### src/rtl/program_loader.sv
// program_loader: front end of the CPU program memory. Synchronises the
// external load_req / strobe pins, writes one captured byte per strobe rise
// while in LOAD, holds the CPU in reset during the load, and keeps a byte
// count and mod-2^WIDTH checksum of the bytes written.
module program_loader #(
  parameter int ADD_WIDTH   = 7,
  parameter int WIDTH       = 8,
  parameter int SYNC_STAGES = 2
) (
  input  logic                 clk,
  input  logic                 rst,
  input  logic                 load_req,
  input  logic                 strobe,
  input  logic [WIDTH-1:0]     data_in,
  output logic                 pm_wr_en,
  output logic [ADD_WIDTH-1:0] pm_addr,
  output logic [WIDTH-1:0]     pm_data,
  output logic                 cpu_hold,
  output logic                 loading,
  output logic                 full,
  output logic [ADD_WIDTH:0]   byte_count,
  output logic [WIDTH-1:0]     checksum
);

  typedef enum logic [1:0] {
    ST_IDLE = 2'd0,
    ST_LOAD = 2'd1,
    ST_RUN  = 2'd2
  } state_t;

  logic [SYNC_STAGES-1:0] ld_sync_q;
  logic [SYNC_STAGES-1:0] st_sync_q;
  logic                   st_prev_q;
  state_t                 state_q, state_d;

  logic [ADD_WIDTH-1:0]   ptr_q, ptr_d;
  logic [ADD_WIDTH:0]     count_q, count_d;
  logic [WIDTH-1:0]       ck_q, ck_d;
  logic                   full_q, full_d;
  logic                   wr_en_q, wr_en_d;
  logic [ADD_WIDTH-1:0]   addr_q, addr_d;
  logic [WIDTH-1:0]       data_q, data_d;
  logic                   hold_q, hold_d;
  logic                   loading_q, loading_d;

  logic load_s;
  logic strobe_s;
  logic edge_s;
  logic enter_load_s;
  logic wr_s;

  assign load_s   = ld_sync_q[SYNC_STAGES-1];
  assign strobe_s = st_sync_q[SYNC_STAGES-1];
  // Edge state is tracked in every state so a strobe already high on LOAD
  // entry cannot masquerade as a new byte.
  assign edge_s   = strobe_s & ~st_prev_q;

  // Synchroniser chains for the asynchronous pins plus strobe edge history.
  always_ff @(posedge clk or negedge rst) begin
    if (!rst) begin
      ld_sync_q <= '0;
      st_sync_q <= '0;
      st_prev_q <= 1'b0;
    end else begin
      ld_sync_q <= {ld_sync_q[SYNC_STAGES-2:0], load_req};
      st_sync_q <= {st_sync_q[SYNC_STAGES-2:0], strobe};
      st_prev_q <= strobe_s;
    end
  end

  // FSM state register.
  always_ff @(posedge clk or negedge rst) begin
    if (!rst) begin
      state_q <= ST_IDLE;
    end else begin
      state_q <= state_d;
    end
  end

  // FSM next-state: IDLE lasts one cycle, then load_req selects LOAD or RUN.
  always_comb begin
    state_d = state_q;
    case (state_q)
      ST_IDLE: state_d = load_s ? ST_LOAD : ST_RUN;
      ST_LOAD: state_d = load_s ? ST_LOAD : ST_RUN;
      ST_RUN:  state_d = load_s ? ST_LOAD : ST_RUN;
      default: state_d = ST_IDLE;
    endcase
  end

  // A write is decided on the current state, so an edge coinciding with the
  // load_req drop still lands (its pulse appears alongside cpu_hold=0).
  assign enter_load_s = (state_q != ST_LOAD) && (state_d == ST_LOAD);
  assign wr_s         = (state_q == ST_LOAD) && edge_s && !full_q;

  // Datapath next-state: load-entry clearing, byte write, counters, outputs.
  always_comb begin
    ptr_d     = ptr_q;
    count_d   = count_q;
    ck_d      = ck_q;
    full_d    = full_q;
    wr_en_d   = 1'b0;
    addr_d    = addr_q;
    data_d    = data_q;
    hold_d    = (state_d != ST_RUN);
    loading_d = (state_d == ST_LOAD);
    if (enter_load_s) begin
      ptr_d   = '0;
      count_d = '0;
      ck_d    = '0;
      full_d  = 1'b0;
    end else if (wr_s) begin
      wr_en_d = 1'b1;
      addr_d  = ptr_q;
      data_d  = data_in;
      count_d = count_q + 1'b1;
      ck_d    = ck_q + data_in;
      if (ptr_q == '1) begin
        // Last address: saturate rather than wrap and block further writes.
        full_d = 1'b1;
      end else begin
        ptr_d = ptr_q + 1'b1;
      end
    end else begin
      ptr_d = ptr_q;
    end
  end

  // Registered datapath and outputs.
  always_ff @(posedge clk or negedge rst) begin
    if (!rst) begin
      ptr_q     <= '0;
      count_q   <= '0;
      ck_q      <= '0;
      full_q    <= 1'b0;
      wr_en_q   <= 1'b0;
      addr_q    <= '0;
      data_q    <= '0;
      hold_q    <= 1'b1;
      loading_q <= 1'b0;
    end else begin
      ptr_q     <= ptr_d;
      count_q   <= count_d;
      ck_q      <= ck_d;
      full_q    <= full_d;
      wr_en_q   <= wr_en_d;
      addr_q    <= addr_d;
      data_q    <= data_d;
      hold_q    <= hold_d;
      loading_q <= loading_d;
    end
  end

  assign pm_wr_en   = wr_en_q;
  assign pm_addr    = addr_q;
  assign pm_data    = data_q;
  assign cpu_hold   = hold_q;
  assign loading    = loading_q;
  assign full       = full_q;
  assign byte_count = count_q;
  assign checksum   = ck_q;

endmodule

### config.mk
export PLATFORM = sky130hd
export DESIGN_NAME = program_loader
export DESIGN_NICKNAME = d
export VERILOG_FILES = /design/src/rtl/program_loader.sv
export SDC_FILE = /design/constraint.sdc
export NUM_CORES = 1
export LEC_CHECK = 0
export CORE_UTILIZATION = 39
export CTS_CLUSTER_SIZE = 20
export DETAILED_ROUTE_END_ITERATION = 7
export PLACE_DENSITY = 0.66
export SETUP_SLACK_MARGIN = 0.02
export SLEW_MARGIN = 25
export SYNTH_ARGS = -nofsm -noshare
export SYNTH_HDL_FRONTEND = slang
export SYNTH_SLANG_ARGS = --single-unit
### constraint.sdc
create_clock -name clk -period 1.9 [get_ports clk]
set_input_delay 0.19 -clock clk [delete_from_list [all_inputs] [get_ports clk]]
set_output_delay 0.19 -clock clk [all_outputs]
set_load 0.005 [all_outputs]
==> results of run 1 <==
-- worst max-delay path by stage --
stage / startpoint / end / slack (ps) / depth (start not counted)
floorplan: checksum[1] / checksum[7] / 100 / 6
global placement: data_in[0] / checksum[6] / -280 / 8
detailed placement: data_in[0] / checksum[6] / -300 / 8
CTS: state_q[1] / ptr_q[0] / 30 / 5
global route: state_q[1] / checksum[7] / 20 / 6
finish: data_in[1] / checksum[7] / 100 / 7
-- per-stage QoR --
step	setup WS, ps	total power [W]	utilization [%]	instances
floorplan	96.3	0.00138	-	224
global placement	-281	0.00167	52.6	357
detailed placement	-299	0.00168	52.6	357
CTS	31.0	0.00230	54.5	366
global route	16.1	0.00242	55.2	366
finish	103	0.00229	55.2	366
-- metal layers --
layer | part of all wire [%] | vias to the layer above | global-route usage [%]
li1 | - | 895 | -
met1 | 48 | 898 | 23.3
met2 | 47 | 27 | 29.4
met3 | 3.2 | 5 | 4.12
met4 | 1.2 | 0 | 6.23
met5 | 0 | - | 0
-- cell type report --
cell class / count / area [um^2]
sequential: 49 / 1230
inverter: 5 / 21.3
fill: 510 / 2480
clock inverter: 1 / 7.51
multi-input combinational: 161 / 988
clock buffer: 7 / 76.3
timing repair buffer: 71 / 646
tap: 72 / 90.1
-- layout by cell type (no fill, tap or decap), types with 2 or more instances in the layout --
cell type,count
a21o_1,3
ha_1,7
o21ai_0,8
nand3_1,13
a21boi_0,2
clkdlybuf4s50_1,45
clkbuf_1,2
a311oi_1,2
and3_1,3
nand2b_1,2
dfrtp_1,48
nor2_1,14
a21oi_1,5
o21ai_2,2
clkbuf_8,5
nand2_1,61
a21oi_2,2
buf_4,24
xor2_1,7
xnor2_1,5
mux2i_1,2
inv_1,4
-- kinds of logic after synthesis --
kind of cell	after synthesis	share of synthesized area [%]
AND/OR/NAND/NOR	105	21.4
flip-flops	49	54.7
AO/OA/AOI/OAI	32	9.15
buffers and inverters	14	3.23
XOR/XNOR	12	4.68
adder cells (fa/ha/maj)	10	5.91
multiplexers	2	0.892
-- what timing repair did --
action / 4_1_cts / 5_1_grt
hold buffers: 1 / 0
hold endpoints to repair: 20 / 0
setup endpoints to repair: 2 / 9
pin swaps: 0 / 4
resized for setup: 2 / 11
-- power by group through the flow --
| stage | Combinational, W | Sequential (W) | Clock, W |
|---|---|---|---|
| 2_1_floorplan | 0.000179 | 0.00120 | 0 |
| 3_5_place_dp | 0.000478 | 0.00120 | 0 |
| 4_1_cts | 0.000486 | 0.00118 | 0.000631 |
| 5_1_grt | 0.000551 | 0.00120 | 0.000671 |
| 6_report | 0.000497 | 0.00118 | 0.000611 |
| 3_3_place_gp | 0.000472 | 0.00120 | 0 |
-- critical path: cells and delay by family --
kind,cells,cell delay [ps]
AOI/OAI and AO/OA,4,870
buffers and inverters,2,700
adders and majority gates,1,230
-- flip-flops by register name, indices dropped and copies added (netlist names) --
name / count
pm_addr: 7
cpu_hold: 1
pm_wr_en: 1
st_sync_q: 2
full: 1
ptr_q: 7
state_q: 2
ld_sync_q: 2
checksum: 8
loading: 1
pm_data: 8
st_prev_q: 1
byte_count: 8
==> impl_metrics.csv, run 1 <==
group,metric,value,unit
outcome,status,"complete, no violations",
power_and_ir_drop,power_frac_seq,51.6,%
synth,synth_seq_cells,49,
hold_path,min_from,"strobe",
synth,ys.warnings.count,0,
drt,postRouteWirelength,5030,um
sta,hold_viol_final,0,
synth,synth-async-reset-ratio,100,%
grt,grt_use_total,18.0,%
worst_setup_path,end_kind,"flop",
synth,ys_top_cells_by_count,"nand2_1, dfrtp_1, nor2_1",
synth,syn-cell-area,2240,um^2
drt,vias,1825,
final_layout,layout-drive-gt1-share,15.0,%
placement,dp_hpwl,3530,um
drt,drtAntennaViolNets,0,
worst_setup_path,start_kind,"primary input",
sta,fmax,556,MHz
sta,whs,326,ps
sta,slew_headroom,65.7,%
sta,period_minus_slack,1800,ps
synth,synthesis.nets,246,
synth,synth_edf_count,0,
synth,syn-mean-instance-area,10.0,um^2
placement,portBuffers,46,
grt,grt_pass1_wl,8400,um
final_layout,area_growth,36.3,%
worst_setup_path,crit_type,"primary input to flop",
worst_setup_path,path_max_fanout,2,
sta,slew_viol_final,0,
cts,root_buffer,"clkbuf_8",
worst_setup_path,crit_slowest_cell,"clkdlybuf4s50_1",
cts,cts_tree,"yes",
hold_path,hold_path.class,"primary input to flop",
final_layout,antenna_cells,0,
floorplan,start_util,40.5,%
cts,cts_sinks,49,
cts,clockBufferDepth,2,
floorplan,ios,47,
worst_setup_path,worstPathArrival,2000,ps
sta,setup_viol,0,
floorplan,fp.dieW,77.8,um
drt,avgRoutedWirePerCell,13.7,um
synth,synth_most_common_cell,"nand2_1",
drt,drt-vias-per-instance,4.99,
worst_setup_path,reg2reg_slack,110,ps
power_and_ir_drop,switching_power,0.000618,W
worst_setup_path,r2r-end,"checksum[7]",
sta,clock-skew-final,4.67,ps
worst_setup_path,r2r_cells,6,
floorplan,die_area,6060,um^2
floorplan,core-area,5540,um^2
worst_setup_path,crit_required,2110,ps
run,drv_cap,0,
cts,clkTransAtPathRegs,90,ps
synth,netlist.area_leader.share,53.5,%
cts,cts_setup_buffers,0,
final_layout,design_area,3060,um^2
cts,cts_buffers,5,
worst_setup_path,crit_path_max_incr_delay,540,ps
worst_setup_path,r2r_start,"checksum[1]",
sta,setup_tns,0,ps
synth,yosysUniqueCellTypes,41,
grt,overflow,0,
floorplan,die_h,77.8,um
grt,grt_max_degree,23,
power_and_ir_drop,pwr-share-comb,21.7,%
power_and_ir_drop,p_int,0.00167,W
synth,syn-instance-count,224,
sta,rsz0062_at_grt,"no",
grt,antenna_found_initial,0,
sta,worst_slew_pin_slew,514,ps
synth,ys.flop_type,"dfrtp_1",
placement,placed_area,2920,um^2
power_and_ir_drop,clkPwrFrac,26.7,%
synth,synth_area_leaders,"dfrtp_1, nand2_1, ha_1",
hold_path,whs_path_depth,1,
final_layout,fin_nets,315,
power_and_ir_drop,cellLeakagePower,1.43,nW
power_and_ir_drop,ir_drop,0.333,mV
drt,drc_errors,0,
hold_path,min_to,"st_sync_q[0]",
drt,first_pass_iters,4,
power_and_ir_drop,swShare,27.0,%
worst_setup_path,crit_path_cell_trace,"clkdlybuf4s50_1 > ha_4 > a211oi_2 > buf_4 > o2111ai_1 > a41o_1 > a21o_1",
floorplan,rows,27,
synth,ys_seq_area_share,54.7,%
cts,clk_latency,300,ps
synth,yosysTopAreaCell,"dfrtp_1",
cts,h-tree-depth,2,
sta,final.period_utilization,94.6,%
placement,place.gp.congestion,0.818,
power_and_ir_drop,power.density,749,nW/um^2
grt,grt_pass1_vias,1808,
drt,drtIter0Drc,53,
Note: power is estimated with default switching activity, not from simulation.
==> run 2: changes to the inputs <==
CORE_UTILIZATION = 40   (was 39)
PLACE_DENSITY = 0.65   (was 0.66)
clock period = 1.71 ns   (was 1.9 ns; I/O delays follow)
==> impl_metrics.csv, run 2 (synthesis gave the netlist of run 1 again) <==
group,metric,value,unit
drt,drc_errors,0,
sta,clock-skew-final,9.04,ps
power_and_ir_drop,power.density,803,nW/um^2
sta,slew_viol_final,0,
grt,antenna_found_initial,0,
placement,portBuffers,46,
grt,grt_max_degree,50,
floorplan,rows,26,
worst_setup_path,crit_path_max_incr_delay,520,ps
final_layout,layout-drive-gt1-share,21.1,%
worst_setup_path,crit_type,"flop to flop",
power_and_ir_drop,ir_drop,0.583,mV
final_layout,antenna_cells,0,
floorplan,core-area,5240,um^2
drt,top_layer,"met4",
worst_setup_path,worstPathArrival,1960,ps
final_layout,area_growth,44.1,%
cts,root_buffer,"clkbuf_8",
sta,fmax,578,MHz
floorplan,start_util,42.8,%
worst_setup_path,crit_path_cell_trace,"or3b_4 > or2_4 > or4b_1 > nand3_1",
final_layout,mostFrequentLayoutCells,"nand2_1, dfrtp_1, clkdlybuf4s50_1",
cts,cts_buffers,5,
sta,whs,294,ps
worst_setup_path,end_kind,"flop",
grt,grt_use_total,17.6,%
sta,final.period_utilization,101,%
sta,rsz0062_at_grt,"yes",
cts,clkTransAtPathRegs,80,ps
outcome,violations,"negative setup slack",
worst_setup_path,crit_slowest_cell,"or4b_1",
drt,vias,1823,
worst_setup_path,path_max_fanout,7,
sta,hold_viol_final,0,
cts,cts_tree,"yes",
outcome,status,"finished with violations",
drt,drtIter0Drc,67,
sta,slew_headroom,59.0,%
final_layout,fin_nets,325,
drt,wl_met3,198,um
run,drv_cap,0,
cts,h-tree-depth,2,
grt,grt_pass1_vias,1759,
sta,layout_setup_ws,-19.6,ps
worst_setup_path,crit_required,1940,ps
floorplan,ios,47,
placement,dp_hpwl,3370,um
drt,avgRoutedWirePerCell,13.1,um
final_layout,final_common_cell,"nand2_1",
hold_path,hold_path.class,"primary input to flop",
drt,postRouteWirelength,4890,um
grt,overflow,0,
drt,first_pass_iters,6,
drt,drt-vias-per-instance,4.89,
drt,dr_wl_met2,2360,um
cts,clk_latency,300,ps
placement,placed_area,3010,um^2
drt,wl_met1,2290,um
floorplan,fp.dieW,76.9,um
power_and_ir_drop,total_power,0.00259,W
power_and_ir_drop,cellLeakagePower,1.51,nW
sta,period_minus_slack,1730,ps
final_layout,design_area,3230,um^2
placement,place.gp.congestion,0.843,
grt,grt_pass1_wl,8250,um
worst_setup_path,start_kind,"flop",
cts,cts_sinks,49,
sta,worst_slew_pin_slew,614,ps
cts,clockBufferDepth,2,
floorplan,die_h,76.9,um
floorplan,die_area,5910,um^2
drt,drtAntennaViolNets,0,
sta,setup_viol,3,
[run 2: cell count changes in the layout (fill, tap and decap cells not counted), sizes merged]
cell,before,now
buf,25,35
clkinvlp,1,0
clkdlybuf4s50,45,44
dlygate4sd2,0,1
clkinv,0,1
inv,5,4
[run 2: final timing paths]
kind                       cells past startpoint  slack, ps          from           end
min                                            3        290    data_in[0]    pm_data[0]
min reg2reg                                    0        350  ld_sync_q[0]  ld_sync_q[1]
max                                            4        -20    state_q[1]   checksum[6]
max in group asynchronous                      3        790           rst   checksum[5]
max reg2reg                                    4        -20    state_q[1]   checksum[6]
min in group asynchronous                      3        500           rst    pm_addr[4]
[run 2: repair_timing]
action / CTS / global route
endpoints found under the setup margin: 10 / 11
hold buffers: 1 / 0
resized for setup: 16 / 9
endpoints found under the hold margin: 38 / 0
setup buffers: 1 / 1
pin swaps: 10 / 6
[run 2: final cells by class]
| type | instances | area [um^2] |
|---|---|---|
| timing repair buffer | 81 | 734 |
| sequential | 49 | 1230 |
| fill | 437 | 2010 |
| inverter | 5 | 23.8 |
| clock buffer | 7 | 86.3 |
| tap | 70 | 87.6 |
| multi-input combinational | 161 | 1070 |
[run 2: report_power, final]
group | switching (W) | internal, W | total, W
logic | 0.000252 | 0.000347 | 0.000599
clock network | 0.000358 | 0.000322 | 0.000679
registers | 0.0000642 | 0.00125 | 0.00132
total | 0.000674 | 0.00192 | 0.00259
[run 2: routing by layer]
metal	vias up	GRT usage (%)
met2	43	28.1
met4	0	6.54
met3	5	3.21
met1	861	23.7
met5	-	0
li1	914	-
[run 2: worst max-delay path: cells and delay by family (launching register included)]
kind / cells / cell delay (ps)
AND/OR/NAND/NOR: 4 / 1290
flip-flops: 1 / 380
[run 2: per-stage QoR]
| step | instances | setup WS (ps) | util [%] | TNS, ps |
|---|---|---|---|---|
| 6_report | 373 | -19.6 | 61.7 | -45.3 |
| 5_1_grt | 373 | -124 | 61.7 | -407 |
| 4_1_cts | 372 | -47.4 | 60.8 | -57.5 |
| 3_5_place_dp | 363 | -412 | 57.4 | -1450 |
| 3_3_place_gp | 363 | -341 | 57.4 | -1240 |
| 2_1_floorplan | 224 | -2.13 | - | -2.13 |
==> run 3: changes to the inputs <==
SLEW_MARGIN = unset   (was 25)
==> results of run 3 <==
Final layout, timing and power as in run 2 (identical DEF).
